$ cat src/rtl/hash_stream_core.sv
// hash_stream_core: streaming byte hash with iterated per-byte compression
// into a DIGEST_W-bit chaining state and length-folded finalisation.
// LANES bytes arrive per valid/ready beat; lane 0 (in_data[7:0]) is absorbed
// first, and the remaining lanes drain one per cycle in MIX.
// Optional feature: define HASH_ABORT_EN to add the abort port.
module hash_stream_core #(
    parameter int unsigned LANES    = 1,
    parameter int unsigned DIGEST_W = 32,
    parameter int unsigned ROUNDS   = 4,
    parameter logic [63:0] IV       = 64'h6A09E667F3BCC908
) (
    input  logic                 clk,
    input  logic                 rst,
    input  logic                 start,
    input  logic [63:0]          msg_len,
    input  logic                 in_valid,
    input  logic [8*LANES-1:0]   in_data,
    output logic                 in_ready,
    output logic                 busy,
    output logic                 digest_valid,
    output logic [DIGEST_W-1:0]  digest
`ifdef HASH_ABORT_EN
    ,
    input  logic                 abort
`endif
);

    localparam logic [63:0] K64 = (DIGEST_W == 64) ? 64'h9E3779B97F4A7C15 : 64'h0000_0000_9E37_79B9;
    localparam logic [DIGEST_W-1:0] K = K64[DIGEST_W-1:0];
    localparam int unsigned LW = (LANES > 1) ? $clog2(LANES) : 1;

    typedef enum logic [2:0] {S_IDLE, S_ABSORB, S_MIX, S_FINAL, S_DONE} state_t;

    function automatic logic [DIGEST_W-1:0] mix(input logic [DIGEST_W-1:0] h, input logic [7:0] b);
        logic [DIGEST_W-1:0] x;
        x = h ^ {(DIGEST_W/8){b}};
        for (int unsigned r = 0; r < ROUNDS; r++) begin
            x = {x[DIGEST_W-6:0], x[DIGEST_W-1:DIGEST_W-5]} + (x >> 3) + K;
        end
        return x;
    endfunction

    state_t                state, state_n;
    logic [DIGEST_W-1:0]   h, h_n;
    logic [63:0]           rem, rem_n, rem_dec;
    logic [DIGEST_W-1:0]   len, len_n;
    logic [8*LANES-1:0]    beat, beat_n;
    logic [LW-1:0]         lane, lane_n;
    logic [DIGEST_W-1:0]   digest_n;
    logic                  dv_n;
    logic                  abort_req;

`ifdef HASH_ABORT_EN
    assign abort_req = abort;
`else
    assign abort_req = 1'b0;
`endif

    assign rem_dec = rem - 64'd1;

    // State register and datapath registers
    always_ff @(posedge clk) begin
        if (rst) begin
            state        <= S_IDLE;
            h            <= '0;
            rem          <= '0;
            len          <= '0;
            beat         <= '0;
            lane         <= '0;
            digest       <= '0;
            digest_valid <= 1'b0;
        end else begin
            state        <= state_n;
            h            <= h_n;
            rem          <= rem_n;
            len          <= len_n;
            beat         <= beat_n;
            lane         <= lane_n;
            digest       <= digest_n;
            digest_valid <= dv_n;
        end
    end

    // Next-state, datapath update and handshake outputs
    always_comb begin
        state_n  = state;
        h_n      = h;
        rem_n    = rem;
        len_n    = len;
        beat_n   = beat;
        lane_n   = lane;
        digest_n = digest;
        dv_n     = digest_valid;
        in_ready = 1'b0;
        busy     = 1'b0;

        case (state)
            S_IDLE, S_DONE: begin
                if (start) begin
                    h_n     = IV[DIGEST_W-1:0];
                    rem_n   = msg_len;
                    len_n   = msg_len[DIGEST_W-1:0];
                    dv_n    = 1'b0;
                    state_n = (msg_len == 64'd0) ? S_FINAL : S_ABSORB;
                end
            end
            S_ABSORB: begin
                in_ready = 1'b1;
                busy     = 1'b1;
                if (in_valid) begin
                    h_n    = mix(h, in_data[7:0]);
                    rem_n  = rem_dec;
                    // Keep the unabsorbed lanes right-aligned so MIX always reads beat[7:0].
                    beat_n = in_data >> 8;
                    lane_n = LW'(1);
                    if (rem_dec == 64'd0) begin
                        state_n = S_FINAL;
                    end else if (LANES > 1) begin
                        state_n = S_MIX;
                    end
                end
            end
            S_MIX: begin
                busy   = 1'b1;
                h_n    = mix(h, beat[7:0]);
                beat_n = beat >> 8;
                rem_n  = rem_dec;
                lane_n = lane + LW'(1);
                if (rem_dec == 64'd0) begin
                    state_n = S_FINAL;
                end else if (lane == LW'(LANES - 1)) begin
                    state_n = S_ABSORB;
                end
            end
            S_FINAL: begin
                busy     = 1'b1;
                digest_n = mix(h ^ len, 8'h80);
                dv_n     = 1'b1;
                state_n  = S_DONE;
            end
            default: state_n = S_IDLE;
        endcase

        // Abort overrides whatever the active state computed, including FINAL's digest update.
        if (abort_req && busy) begin
            state_n  = S_IDLE;
            digest_n = digest;
            dv_n     = 1'b0;
        end
    end

endmodule

$ cat config.mk
export PLATFORM = sky130hd
export DESIGN_NAME = hash_stream_core
export DESIGN_NICKNAME = d
export VERILOG_FILES = /design/src/rtl/hash_stream_core.sv
export SDC_FILE = /design/constraint.sdc
export NUM_CORES = 2
export LEC_CHECK = 0
export CAP_MARGIN = 20
export CORE_MARGIN = 10
export CORE_UTILIZATION = 50
export DETAILED_ROUTE_END_ITERATION = 10
export HOLD_SLACK_MARGIN = 0.02
export PLACE_DENSITY_LB_ADDON = 0.25
export SYNTH_ARGS = -nofsm -noshare
export SYNTH_HDL_FRONTEND = slang
export SYNTH_SLANG_ARGS = --single-unit
$ cat constraint.sdc
create_clock -name clk -period 14.19 [get_ports clk]
set_input_delay 4.257 -clock clk [delete_from_list [all_inputs] [get_ports clk]]
set_output_delay 4.257 -clock clk [all_outputs]
set_load 0.02 [all_outputs]
# Word-level counts from Yosys, hierarchy flattened
# Index checks and enable logic that the tools add are counted.
# op_classes
add_sub_neg	26
eq_ne	8
mux	21
n_bitwise	4
n_reduce_logical	13
# op_table
op	count
$add A32 B29 Y32	12
$add A32 B32 Y32 const B	12
$pmux W64 S3	1
$logic_not A64 Y1	2
$mux W64	2
$pmux W32 S3	1
$xor A32 B32 Y32	3
$mux W32	2
$sub A64 B1 Y64 const B	1
$pmux W8 S2	1
$mux W3	5
$pmux W3 S4	1
$mux W8	1
$eq A3 B2 Y1 const B	2
$ne A2 B2 Y1 const B	3
$reduce_and A2 Y1	3
$mux W1	4
$not A4 Y4	1
$pmux W1 S2	2
$reduce_and A4 Y1	1
$reduce_bool A2 Y1	2
$eq A3 B1 Y1 const B	1
$eq A3 B3 Y1 const B	1
$logic_not A3 Y1	1
other kinds (7)	7
# word_totals
register_bits	173
inputBits	76
out_inout_bits	35

# Depth between registers and ports, before layout
# logic_depth
word_depth	11
mapped_depth	65

# Worst setup path after synthesis
# OpenSTA, ideal clock, no wires.
# synth_path
path_type	input port to flip-flop
startpoint	input in_data[3]
endpoint	register h[29]
setup_time_ns	0.139
arrival_time_ns	14.688
required_ns	14.051
setup_slack_ns	-0.637
path_stages	51
cell_sequence	and3_1 nor2_1 ha_1 fa_1 a211oi_1 o21ai_0 a2111oi_0 o21a_1 o31a_1 nor2_1 nor4_1 nor3_1 ha_1 fa_1 a211oi_1 nor2_1 o2111ai_1 a41oi_1 [15 not listed] o21ai_0 a21o_1 a21o_1 xor2_1 ha_1 ha_1 fa_1 a211o_1 a21oi_1 o31a_1 a221o_1 a41oi_1 a41oi_1 o21ai_0 xnor2_1 nor2_1 a211oi_1 a221oi_1
# synth_via
elab_chain_len	11
# synth_lines
element	line_no	rtl
start, declared	17	input logic [8*LANES-1:0] in_data,
$xor A32 B32 Y32	36	x = h ^ {(DIGEST_W/8){b}};
$add A32 B29 Y32	38	x = {x[DIGEST_W-6:0], x[DIGEST_W-1:DIGEST_W-5]} + (x >> 3) + K;
$add A32 B32 Y32	38	
$add A32 B29 Y32	38	
$add A32 B32 Y32	38	
$add A32 B29 Y32	38	
$add A32 B32 Y32	38	
$add A32 B29 Y32	38	
$add A32 B32 Y32	38	
$mux W32	110	if (in_valid) begin
$pmux W32 S3	97	case (state)
end signal, assigned	74	h <= h_n;
end, declared	44	logic [DIGEST_W-1:0] h, h_n;
# No other way between the ends. The select of a mux whose other input is x is not followed.
# A chain may end at the register's enable or synchronous reset.

# Worst setup path in the final report
# layout_path
startpoint	input in_data[1]
endpoint	register h[27]
# Same word-level chain as after synthesis.

==> run metrics <==
Final Cycle Share 99.28%; r2r setup slk 0.60 ns; Req. time, crit path 14.52 ns; Reg2Reg Depth 55; wire per inst 18.22 um; yosys warns 0; Rel. slew slack 29.31%; Crit Reg-Reg Endpoint h[29]; Fmax roughly 0.07 GHz; CTS Buffer Depth 2; initial core utilization 50.47%; CTS tree yes; Reg2Reg Launch Point h[30]; skew final 0.02000 ns; total global routing overflow 0; Area growth, synth to finish 22.12%; Iter 0 DRT Violations 2947; slew of the pin with the lowest slew margin 1.052 ns; DR DRC count 0; Vias/cell 5.716; post-synth net total 5063; crit-path leading delay family compound AO/OA/AOI/OAI gates; Tmin final 14.09 ns; pin count of the biggest net entering global routing 94; DP HPWL 85240 um; Post-DRT Antenna Nets 0; cell repeated most along the worst path buf_4; Die Area 0.07268 mm2; Hold Buf Count CTS 0; Pre-Repair DR Iteration Count 5; worst hold-check path type reg2reg; CTS clk-pin slew, worst paths 0.08 ns; # rows 91; area leader, netlist ha_1; max_cap viols 0; hold endpoint digest[4]; # fillers 5655; min-delay src digest[4]; crit path DAT 14.41 ns; hold_ws between 0.4 and 0.5 ns; final setup violation count 0; Hold Crit Depth 2; initial antenna violation count 2; Placed Area 0.03629 mm2; first-pass GRT wire length 161400 um; CTS Root Cell clkbuf_16; aggregate routed wire length between 100000 and 150000 um; status complete, no violations; Area contributors post-synth ha_1 26%, dfxtp_1 11%, inv_1 6.8%, a21oi_1 6.6%, xnor2_1 6.0%; final design area excluding fillers 0.03804 mm2; H-tree levels 4; GRT Total Usage 27.02%; Worst Path Max Fanout 5; count leader, synth ha_1; core area 0.06171 mm2; CP max-delay cell fa_2; Worst Path Buf+Inv 7; Ports 111; Post-Syn Instances ~4.3k; Vert. Die Dim 269.6 um; crit start category input port; routability congestion estimate just under 1; Top FF cell, synth dfxtp_1; Yosys cell types 83; fin nets 5571; Netlist Area Pre-Place 0.03115 mm2; vias in the first global route 30.09k; endpoints failing hold 0; list of most frequent post-synthesis cells 638 x ha_1, 567 x inv_1, 412 x a21oi_1, 340 x nand2_1, 324 x nor2_1; Synth Register Bits 165; Slew Viols, Final 0; vias ~33k; share of cells above drive strength 1 14.74%; cts bufs inserted 17; Clock Sinks 165; top cell type's share of synthesized area 25.63%; asr flop ratio synth 0%; Syn Area/Cell around 7.2 um2; Port Buffers 110; Critical Setup Path Class in2reg; die width ~270 um; CP Capture Type flip-flop; unrepaired setup endpoints after global routing yes; sequential-to-total area share from yosys stat a little over a tenth; crit path launch in_data[1]; Worst-Skew Late Latency between 0.4 and 0.5 ns; Post-synth EDFFs 0; largest stage delay on the critical path approximately 0.4 ns
[final cells by class]
type / count / area, um2 / share of cell area [%]
Sequential cell: 165 / 3311 / 8.704
Tap cell: 837 / 1047 / 2.753
Antenna cell: 5 / 12.51 / 0.03289
Multi-Input combinational cell: 3489 / 26120 / 68.66
Clock buffer: 18 / 439.2 / 1.155
Inverter: 568 / 2132 / 5.605
Clock inverter: 14 / 156.4 / 0.4112
Timing Repair Buffer: 604 / 4823 / 12.68
[worst max path at each step]
stage / end / slack [ns] / cells past startpoint
after CTS: h[29] / 0.02 / 52
after detailed placement: h[29] / -1.06 / 53
final: h[27] / 0.10 / 54
after global routing: h[27] / -0.46 / 54
after floorplan: h[29] / 0.01 / 51
after global placement: h[29] / -0.86 / 53
[flip-flops by register name, summed over array words and instances, names as in the netlist]
signal	flops
digest	32
len	32
lane	1
digest_valid	1
state	3
rem	64
h	32
[through the flow]
stage               util, %  instances  setup slack, ns  TNS [ns]
floorplan                 -       4337          0.01332         0
global placement      58.80       5618          -0.8633    -14.25
detailed placement    58.80       5618           -1.064    -18.52
CTS                   60.26       5666          0.01846         0
global route          61.62       5697          -0.4610    -4.087
finish                61.64       5700           0.1028         0
[cell usage in the layout, fill, tap and decap left out, drive strengths merged, types with 12 or more instances in the layout]
cell	instances
nand2b	68
a22oi	14
fa	12
nor2b	44
and3	44
nand4	32
buf	499
a21oi	412
nor2	324
o21ai	257
a21o	144
o22ai	13
o31ai	25
o21bai	38
o211ai	30
nor4	47
or2	20
a211oi	74
a221oi	32
a41oi	12
xnor2	215
a31oi	35
and2	31
ha	638
clkdlybuf4s50	101
inv	577
dfxtp	165
or3	36
nand2	340
nand3	64
o21a	55
clkbuf	18
nor3	114
xor2	175
[logic make-up after synthesis]
kind of cell | share of synthesized area, %
mux | 0.06428
flops | 10.61
simple gates | 18.39
xor+xnor | 10.97
buf+inv | 8.324
compound gates | 25.22
fa+ha+maj | 26.43
[repair_timing]
action / 4_1_cts / 5_1_grt
cloned: 0 / 0
resized for setup: 51 / 148
buffers inserted: 16 / 32
pin swaps: 45 / 113
setup endpoints to repair: 22 / 35
[metal layers]
metal	vias to the layer above	track usage, %	wire, um
li1	16310	-	-
met1	14990	36.28	47210
met2	1081	42.39	44800
met3	203	5.302	7715
met4	0	9.388	4118
met5	-	0	0
[tightest hold or removal path, cell delays in order, from the launching register on]
cell and delay (ns):
dfxtp_1 0.31, nand2_1 0.05, a21oi_1 0.05
Power is not shown: default switching activity piles up to over one toggle a cycle in this logic, so the estimate is an artifact.
